## src/rtl/seven_seg_pkg.sv

```systemverilog
// rtl/seven_seg_pkg.sv - segment codes and sizing helper for the seven_seg_scan display driver
package seven_seg_pkg;

  // Active-low segment codes, bit order g..a
  localparam logic [6:0] SEG_0     = 7'b1000000;
  localparam logic [6:0] SEG_1     = 7'b1111001;
  localparam logic [6:0] SEG_2     = 7'b0100100;
  localparam logic [6:0] SEG_3     = 7'b0110000;
  localparam logic [6:0] SEG_4     = 7'b0011001;
  localparam logic [6:0] SEG_5     = 7'b0010010;
  localparam logic [6:0] SEG_6     = 7'b0000010;
  localparam logic [6:0] SEG_7     = 7'b1111000;
  localparam logic [6:0] SEG_8     = 7'b0000000;
  localparam logic [6:0] SEG_9     = 7'b0010000;
  localparam logic [6:0] SEG_A     = 7'b0001000;
  localparam logic [6:0] SEG_B     = 7'b0000011;
  localparam logic [6:0] SEG_C     = 7'b1000110;
  localparam logic [6:0] SEG_D     = 7'b0100001;
  localparam logic [6:0] SEG_E     = 7'b0000110;
  localparam logic [6:0] SEG_F     = 7'b0001110;
  localparam logic [6:0] SEG_BLANK = 7'h7F;

  function automatic int idx_width(input int n);
    return (n <= 1) ? 1 : $clog2(n);
  endfunction

endpackage

```

## src/rtl/seg_decode.sv

```systemverilog
// rtl/seg_decode.sv - hex nibble to active-low seven-segment code
module seg_decode
  import seven_seg_pkg::*;
(
  input  logic [3:0] nibble,
  output logic [6:0] seg_n
);

  always_comb begin
    seg_n = SEG_BLANK;
    case (nibble)
      4'h0: seg_n = SEG_0;
      4'h1: seg_n = SEG_1;
      4'h2: seg_n = SEG_2;
      4'h3: seg_n = SEG_3;
      4'h4: seg_n = SEG_4;
      4'h5: seg_n = SEG_5;
      4'h6: seg_n = SEG_6;
      4'h7: seg_n = SEG_7;
      4'h8: seg_n = SEG_8;
      4'h9: seg_n = SEG_9;
      4'hA: seg_n = SEG_A;
      4'hB: seg_n = SEG_B;
      4'hC: seg_n = SEG_C;
      4'hD: seg_n = SEG_D;
      4'hE: seg_n = SEG_E;
      4'hF: seg_n = SEG_F;
      default: seg_n = SEG_BLANK;
    endcase
  end

endmodule

```

## src/rtl/seven_seg_scan.sv

```systemverilog
// rtl/seven_seg_scan.sv - double-buffered, dead-timed N-digit seven-segment scanner
// Optional leading-zero blanking when SEVEN_SEG_LZB_EN is defined.
module seven_seg_scan
  import seven_seg_pkg::*;
#(
  parameter int N_DIGITS    = 4,
  parameter int REFRESH_DIV = 100000
) (
  input  logic                    clock,
  input  logic                    reset,
  input  logic [4*N_DIGITS-1:0]   value,
  input  logic [N_DIGITS-1:0]     dp_in,
  input  logic                    load,
  output logic [6:0]              seg,
  output logic                    dp,
  output logic [N_DIGITS-1:0]     an,
  output logic                    frame_start
);

  localparam int IDX_W = idx_width(N_DIGITS);
  localparam int PRE_W = $clog2(REFRESH_DIV);
  localparam logic [PRE_W-1:0] PRE_LAST = PRE_W'(REFRESH_DIV - 1);
  localparam logic [IDX_W-1:0] IDX_LAST = IDX_W'(N_DIGITS - 1);

  logic [PRE_W-1:0]      pre_q, pre_d;
  logic [IDX_W-1:0]      idx_q, idx_d;
  logic [4*N_DIGITS-1:0] act_val_q, act_val_d;
  logic [N_DIGITS-1:0]   act_dp_q, act_dp_d;
  logic [4*N_DIGITS-1:0] pend_val_q, pend_val_d;
  logic [N_DIGITS-1:0]   pend_dp_q, pend_dp_d;
  logic                  pend_valid_q, pend_valid_d;
  logic [6:0]            seg_q, seg_d;
  logic                  dp_q, dp_d;
  logic [N_DIGITS-1:0]   an_q, an_d;
  logic                  frame_start_q, frame_start_d;

  logic                  pre_end;
  logic                  wrap;
  logic [3:0]            cur_nib;
  logic                  cur_dp;
  logic                  cur_blank;
  logic [N_DIGITS-1:0]   an_sel;
  logic [6:0]            dec_seg;

  always_comb begin
    pre_end = (pre_q == PRE_LAST);
    wrap    = pre_end && (idx_q == IDX_LAST);
    pre_d   = pre_end ? '0 : pre_q + 1'b1;
    idx_d   = idx_q;
    if (pre_end) begin
      idx_d = (idx_q == IDX_LAST) ? '0 : idx_q + 1'b1;
    end
  end

  // A load on the wrap cycle bypasses the pending registers straight into the active frame.
  always_comb begin
    pend_val_d   = pend_val_q;
    pend_dp_d    = pend_dp_q;
    pend_valid_d = pend_valid_q;
    act_val_d    = act_val_q;
    act_dp_d     = act_dp_q;
    if (load) begin
      pend_val_d   = value;
      pend_dp_d    = dp_in;
      pend_valid_d = 1'b1;
    end
    if (wrap) begin
      if (load) begin
        act_val_d = value;
        act_dp_d  = dp_in;
      end else if (pend_valid_q) begin
        act_val_d = pend_val_q;
        act_dp_d  = pend_dp_q;
      end
      pend_valid_d = 1'b0;
    end
  end

`ifdef SEVEN_SEG_LZB_EN
  logic [N_DIGITS-1:0] hi_zero;

  // hi_zero[k]: digit k and every digit above it are zero in the active frame.
  always_comb begin
    hi_zero = '0;
    hi_zero[N_DIGITS-1] = (act_val_q[4*N_DIGITS-1 -: 4] == 4'h0);
    for (int k = N_DIGITS - 2; k >= 0; k--) begin
      hi_zero[k] = hi_zero[k+1] && (act_val_q[4*k +: 4] == 4'h0);
    end
  end
`endif

  always_comb begin
    cur_nib   = '0;
    cur_dp    = 1'b0;
    cur_blank = 1'b0;
    an_sel    = '1;
    for (int k = 0; k < N_DIGITS; k++) begin
      if (idx_q == IDX_W'(k)) begin
        cur_nib   = act_val_q[4*k +: 4];
        cur_dp    = act_dp_q[k];
        an_sel[k] = 1'b0;
`ifdef SEVEN_SEG_LZB_EN
        if (k >= 1) begin
          cur_blank = hi_zero[k];
        end
`endif
      end
    end
  end

  seg_decode u_seg_decode (
    .nibble (cur_nib),
    .seg_n  (dec_seg)
  );

  // Prescaler count 0 is the dead-time slot: all anodes and cathodes off.
  always_comb begin
    seg_d         = SEG_BLANK;
    dp_d          = 1'b1;
    an_d          = '1;
    frame_start_d = (pre_q == '0) && (idx_q == '0);
    if (pre_q != '0) begin
      an_d  = an_sel;
      seg_d = cur_blank ? SEG_BLANK : dec_seg;
      dp_d  = ~cur_dp;
    end
  end

  always_ff @(posedge clock) begin
    if (reset) begin
      pre_q         <= '0;
      idx_q         <= '0;
      act_val_q     <= '0;
      act_dp_q      <= '0;
      pend_val_q    <= '0;
      pend_dp_q     <= '0;
      pend_valid_q  <= 1'b0;
      seg_q         <= SEG_BLANK;
      dp_q          <= 1'b1;
      an_q          <= '1;
      frame_start_q <= 1'b0;
    end else begin
      pre_q         <= pre_d;
      idx_q         <= idx_d;
      act_val_q     <= act_val_d;
      act_dp_q      <= act_dp_d;
      pend_val_q    <= pend_val_d;
      pend_dp_q     <= pend_dp_d;
      pend_valid_q  <= pend_valid_d;
      seg_q         <= seg_d;
      dp_q          <= dp_d;
      an_q          <= an_d;
      frame_start_q <= frame_start_d;
    end
  end

  assign seg         = seg_q;
  assign dp          = dp_q;
  assign an          = an_q;
  assign frame_start = frame_start_q;

endmodule

```

## config.mk

```make
export PLATFORM = sky130hd
export DESIGN_NAME = seven_seg_scan
export DESIGN_NICKNAME = d
export VERILOG_FILES = /design/src/rtl/seven_seg_pkg.sv /design/src/rtl/seg_decode.sv /design/src/rtl/seven_seg_scan.sv
export SDC_FILE = /design/constraint.sdc
export NUM_CORES = 1
export LEC_CHECK = 0
export CORE_MARGIN = 3
export CORE_UTILIZATION = 30
export CTS_BUF_LIST = sky130_fd_sc_hd__clkbuf_8
export DETAILED_ROUTE_END_ITERATION = 7
export HOLD_SLACK_MARGIN = 0.02
export PLACE_DENSITY_LB_ADDON = 0.2
export SLEW_MARGIN = 30
export SYNTH_ARGS = -nofsm -noshare
export SYNTH_HDL_FRONTEND = slang
export SYNTH_SLANG_ARGS = --single-unit
```

## constraint.sdc

```tcl
create_clock -name clock -period 2.25 [get_ports clock]
set_input_delay 0.5625 -clock clock [delete_from_list [all_inputs] [get_ports clock]]
set_output_delay 0.5625 -clock clock [all_outputs]
set_load 0.005 [all_outputs]
```

==> results.txt <==
The combinational power share is 0.077, and the die width is 109.1 µm. The highest-delay cell along the critical path is sky130_fd_sc_hd__or4_4. The maximum number of buffers from clock root to sink was 2; the number of warnings reported in the yosys synthesis log was 0. At the later pin of the worst-skew pair, clock insertion delay measures 0.36 ns. For this run, the leading register cell type out of synthesis is sky130_fd_sc_hd__dfxtp_1.

The H-tree was split into 3 levels. Wires add up to 6.523 mm. For the total nets after synthesis, the log shows 367.

The initial antenna violation count is 0. The type of destination of the critical path was a flop. Clock-pin slew was measured on the worst setup and hold paths at 0.08 ns.

Power spread over the standard cell area amounts to 641.1 nW/µm². The post-synthesis instance total was 332. The logs give 0.3173 for the initial standard-cell utilization of the core and 0.7786 for the last weighted congestion value of the routability-driven placer. The largest delay contributor family on the critical path is simple AND/OR/NAND/NOR gates. The first global-routing pass estimated 10.86 mm of wire.

Clock tree synthesis selected as its root buffer the cell sky130_fd_sc_hd__clkbuf_8. The measured slew at the worst slew-check pin came out at 0.3023 ns. The worst hold path begins at idx_q[0]$_SDFFE_PP0N_. For this design, the sink count on the clock tree is 73.

The sequential fraction of the synthesis area was 0.4586. In the post-synthesis netlist, the biggest area contributors are sky130_fd_sc_hd__dfxtp_1 (46%), sky130_fd_sc_hd__mux2i_1 (7.2%), sky130_fd_sc_hd__mux2_2 (6.0%). The logs give 0.7971 for the worst slew slack as a fraction of its limit and 0.0006068 W for the net switching power of the design. The final layout contains 419 nets. The proportion of register bits with asynchronous set or reset after synthesis was 0.

The total grt overflow is 0, and the highest fanout seen on the critical path is 8. Fraction of final layout cells sized beyond drive strength 1: 0.1902. In the routed layout, each cell is associated on average with a via count of 4.471. The worst hold path was traced through 2 stages. Across the run, the number of max-cap violations was 0.

The worst stage delay on the critical path is 0.45 ns. Subtracting the final worst setup slack from the clock period gives 2.153 ns. Synthesis inferred 73 register bits. The flow ran to the end, and the final reports show no timing, DRC or antenna violations. In this run the tool buffered the top-level ports with 35 buffer cells. The worst hold path terminates at idx_q[0]$_SDFFE_PP0N_. The peak clock frequency supported by timing is 464.5 MHz, and the final cell utilization of the core is 0.4092. For the number of slew-limit violations in the final report, the log shows 0. For the worst setup path, the data required time is 2.50 ns.

Cell internal power was estimated by the tool at 0.002028 W. For the least setup slack across all paths after layout, the log shows 0.09720 ns. Entering global routing, the biggest net connects 49 pins. Across the routed clock network, the largest skew measured is 0.01361 ns. The logs give 2280 for the number of global-route vias before repair and 11900 µm² for the floorplan die area. The tools report the final hold violation count as 0. The synthesized area per cell is 9.599 µm², and the fraction of the cycle the final worst path needs is 0.9568.

The logs give 0 ns for the final sum of negative setup slack and 4.637 mm for the detailed-placement wirelength estimate. The height of the chip is 109.1 µm, and the number of detailed-routing iterations run before antenna repair is 4. Hold is met by 0.4896 ns. Traced cell by cell, the critical path runs through ha_4, and4_4, nand2_1, or4_4, nor3_4, buf_6, mux2_2. The tools report the overall routing resource usage as 0.1182.

The floorplan has 36 rows. Wire segments on met2 add up to 2.832 mm in the final route. TritonCTS built the clock tree. By count the netlist is led by sky130_fd_sc_hd__dfxtp_1 (73), sky130_fd_sc_hd__nor2_1 (48), sky130_fd_sc_hd__nor2b_1 (28). At the placement stage, the worst setup path has a slack of -0.0009031 ns. The switching power as a share of total power works out to 0.2303. The setup check on the worst reg-to-reg path leaves a slack of 0.1 ns. The tools report the static power due to leakage as 1.647 nW. Dividing the detail-routed wire length by the instance count gives 12.50 µm. The register cell area after layout was 1468 µm². For this design the top-level I/O count stands at 36. The tightest min-delay check is of the flop to flop type. Setup violations remaining at the end of the flow were counted as 0. The total area inside the core boundary comes to 10040 µm².

Setup repair after global routing could not meet its margin everywhere. The maximum ir drop on the vdd rail is 0.2636 mV. The worst register-to-register path ends at act_val_q[11]$_SDFFE_PP0P_. The tools report the remaining design rule violation count as 0. The number of cells on the worst reg-to-reg path is 7. The routed length on met3 was 296 µm. The top layer used by detailed routing was met4. Summing every instance area after synthesis gives 3187 µm². Clock tree synthesis inserted a total of 9 buffers. Among all cell types in the netlist, the one instantiated most often is sky130_fd_sc_hd__dfxtp_1.

Compared with the post-synthesis result, the final layout area differs by 28.98%. For the sequential share of power, the log shows 0.511. Once detail routing completed, the nets flagged for antenna violations numbered 0. The share of the synthesized area in the top cell type is 0.4586, and the total area of multi-input combinational cells is 1642 µm². The synthesized design contains 0 enable-type register cells. In this run, the number of DRC markers left after iteration 0 of detailed routing was 75.

The layout has 985 filler cells. For this block, wires on met1 add up to 3.281 mm. In this run the critical register-to-register path is launched from pre_q[1]$_SDFF_PP0_. The tools report the post-synthesis cell type count as 38. The via count is 2334.

The critical path in this run is classified as flop to flop. The clock network fraction of total power was 0.412. The cell type with the largest total area after synthesis was sky130_fd_sc_hd__dfxtp_1.

For the worst setup path, the data arrival time is 2.40 ns. The total power was 0.002635 W; the number of buffer and inverter instances along the worst setup path was 1. The category of the worst setup path launch point was a flop. The repair_antennas step left the layout with diodes totalling 0.
[per-stage QoR]
step | instance area (µm²) | instances
after floorplan | 3192 | 332
after global placement | 3832 | 505
after detailed placement | 3832 | 505
after CTS | 4050 | 521
after global routing | 4110 | 522
final | 4110 | 522
[cells in the final DEF, fill, tap and decap left out, types with 8 or more instances in the layout]
cell type and count:
sky130_fd_sc_hd__buf_4 19, sky130_fd_sc_hd__dfxtp_1 68, sky130_fd_sc_hd__inv_1 12, sky130_fd_sc_hd__nor2_1 48, sky130_fd_sc_hd__clkdlybuf4s50_1 35, sky130_fd_sc_hd__clkbuf_8 11, sky130_fd_sc_hd__xnor2_1 9, sky130_fd_sc_hd__nor2b_1 28
sky130_fd_sc_hd__nand2_1 21, sky130_fd_sc_hd__ha_1 8, sky130_fd_sc_hd__mux2_2 17, sky130_fd_sc_hd__mux2i_1 23, sky130_fd_sc_hd__nand3_1 9
[logic make-up after synthesis]
group | after synthesis | share of synthesized area
muxes | 43 | 0.1429
DFF | 73 | 0.4586
buffers and inverters | 30 | 0.04122
adders and majority gates | 12 | 0.04711
xor gates and xnor gates | 15 | 0.04123
and+or+nand+nor | 141 | 0.2285
AOI/OAI and AO/OA | 18 | 0.04044
[registers in the layout, indices dropped and copies added, names as in the netlist]
register	cells
act_val_q	16
idx_q	2
pre_q	17
an	4
dp	1
pend_dp_q	4
act_dp_q	4
frame_start	1
pend_val_q	16
seg	7
pend_valid_q	1
[per-layer routing]
metal	up-vias	global-route usage
li1	1220	-
met1	1068	0.1529
met2	34	0.1816
met3	12	0.03552
met4	0	0.05140
met5	-	0
[final cells by class]
type                       count  share of cell area
tap                          133             0.04049
sequential                    73              0.3571
clock inverter                 5             0.01522
multi-input combinational    229              0.3994
clock buffer                  11             0.03683
inverter                      12             0.01096
timing repair buffer          59              0.1400
[power groups by stage]
stage / combinational (W) / clock, W / sequential (W)
2_1_floorplan: 0.0000862 / 0 / 0.00138
3_3_place_gp: 0.000203 / 0 / 0.00138
3_5_place_dp: 0.000204 / 0 / 0.00138
4_1_cts: 0.000206 / 0.00112 / 0.00135
5_1_grt: 0.000222 / 0.00118 / 0.00135
6_report: 0.000202 / 0.00109 / 0.00135
[worst min-delay path: stages (launching register included)]
cell,delay (ns)
sky130_fd_sc_hd__dfxtp_2,0.35
sky130_fd_sc_hd__nand2_1,0.06
sky130_fd_sc_hd__a21oi_1,0.05
[what timing repair did]
action | CTS | global route
setup buffers | 0 | 0
pin swaps | 0 | 4
cloned | 0 | 1
setup endpoints to repair | 7 | 20
gates resized for setup | 1 | 17
hold buffers | 0 | 0
[worst max-delay path by stage]
stage	startpoint	to	slack (ns)	depth (start not counted)
finish	pre_q[1]$_SDFF_PP0_	act_val_q[11]$_SDFFE_PP0P_	0.1	7
CTS	pre_q[13]$_SDFF_PP0_	act_val_q[2]$_SDFFE_PP0P_	0.04	6
global route	pre_q[1]$_SDFF_PP0_	act_val_q[5]$_SDFFE_PP0P_	-0.03	7
global placement	pre_q[13]$_SDFF_PP0_	act_val_q[4]$_SDFFE_PP0P_	0.02	6
floorplan	pre_q[0]$_SDFF_PP0_	act_dp_q[2]$_SDFFE_PP0P_	0.05	8
detailed placement	pre_q[13]$_SDFF_PP0_	act_val_q[2]$_SDFFE_PP0P_	-0.0009	6
(Power assumes the default switching activity.)
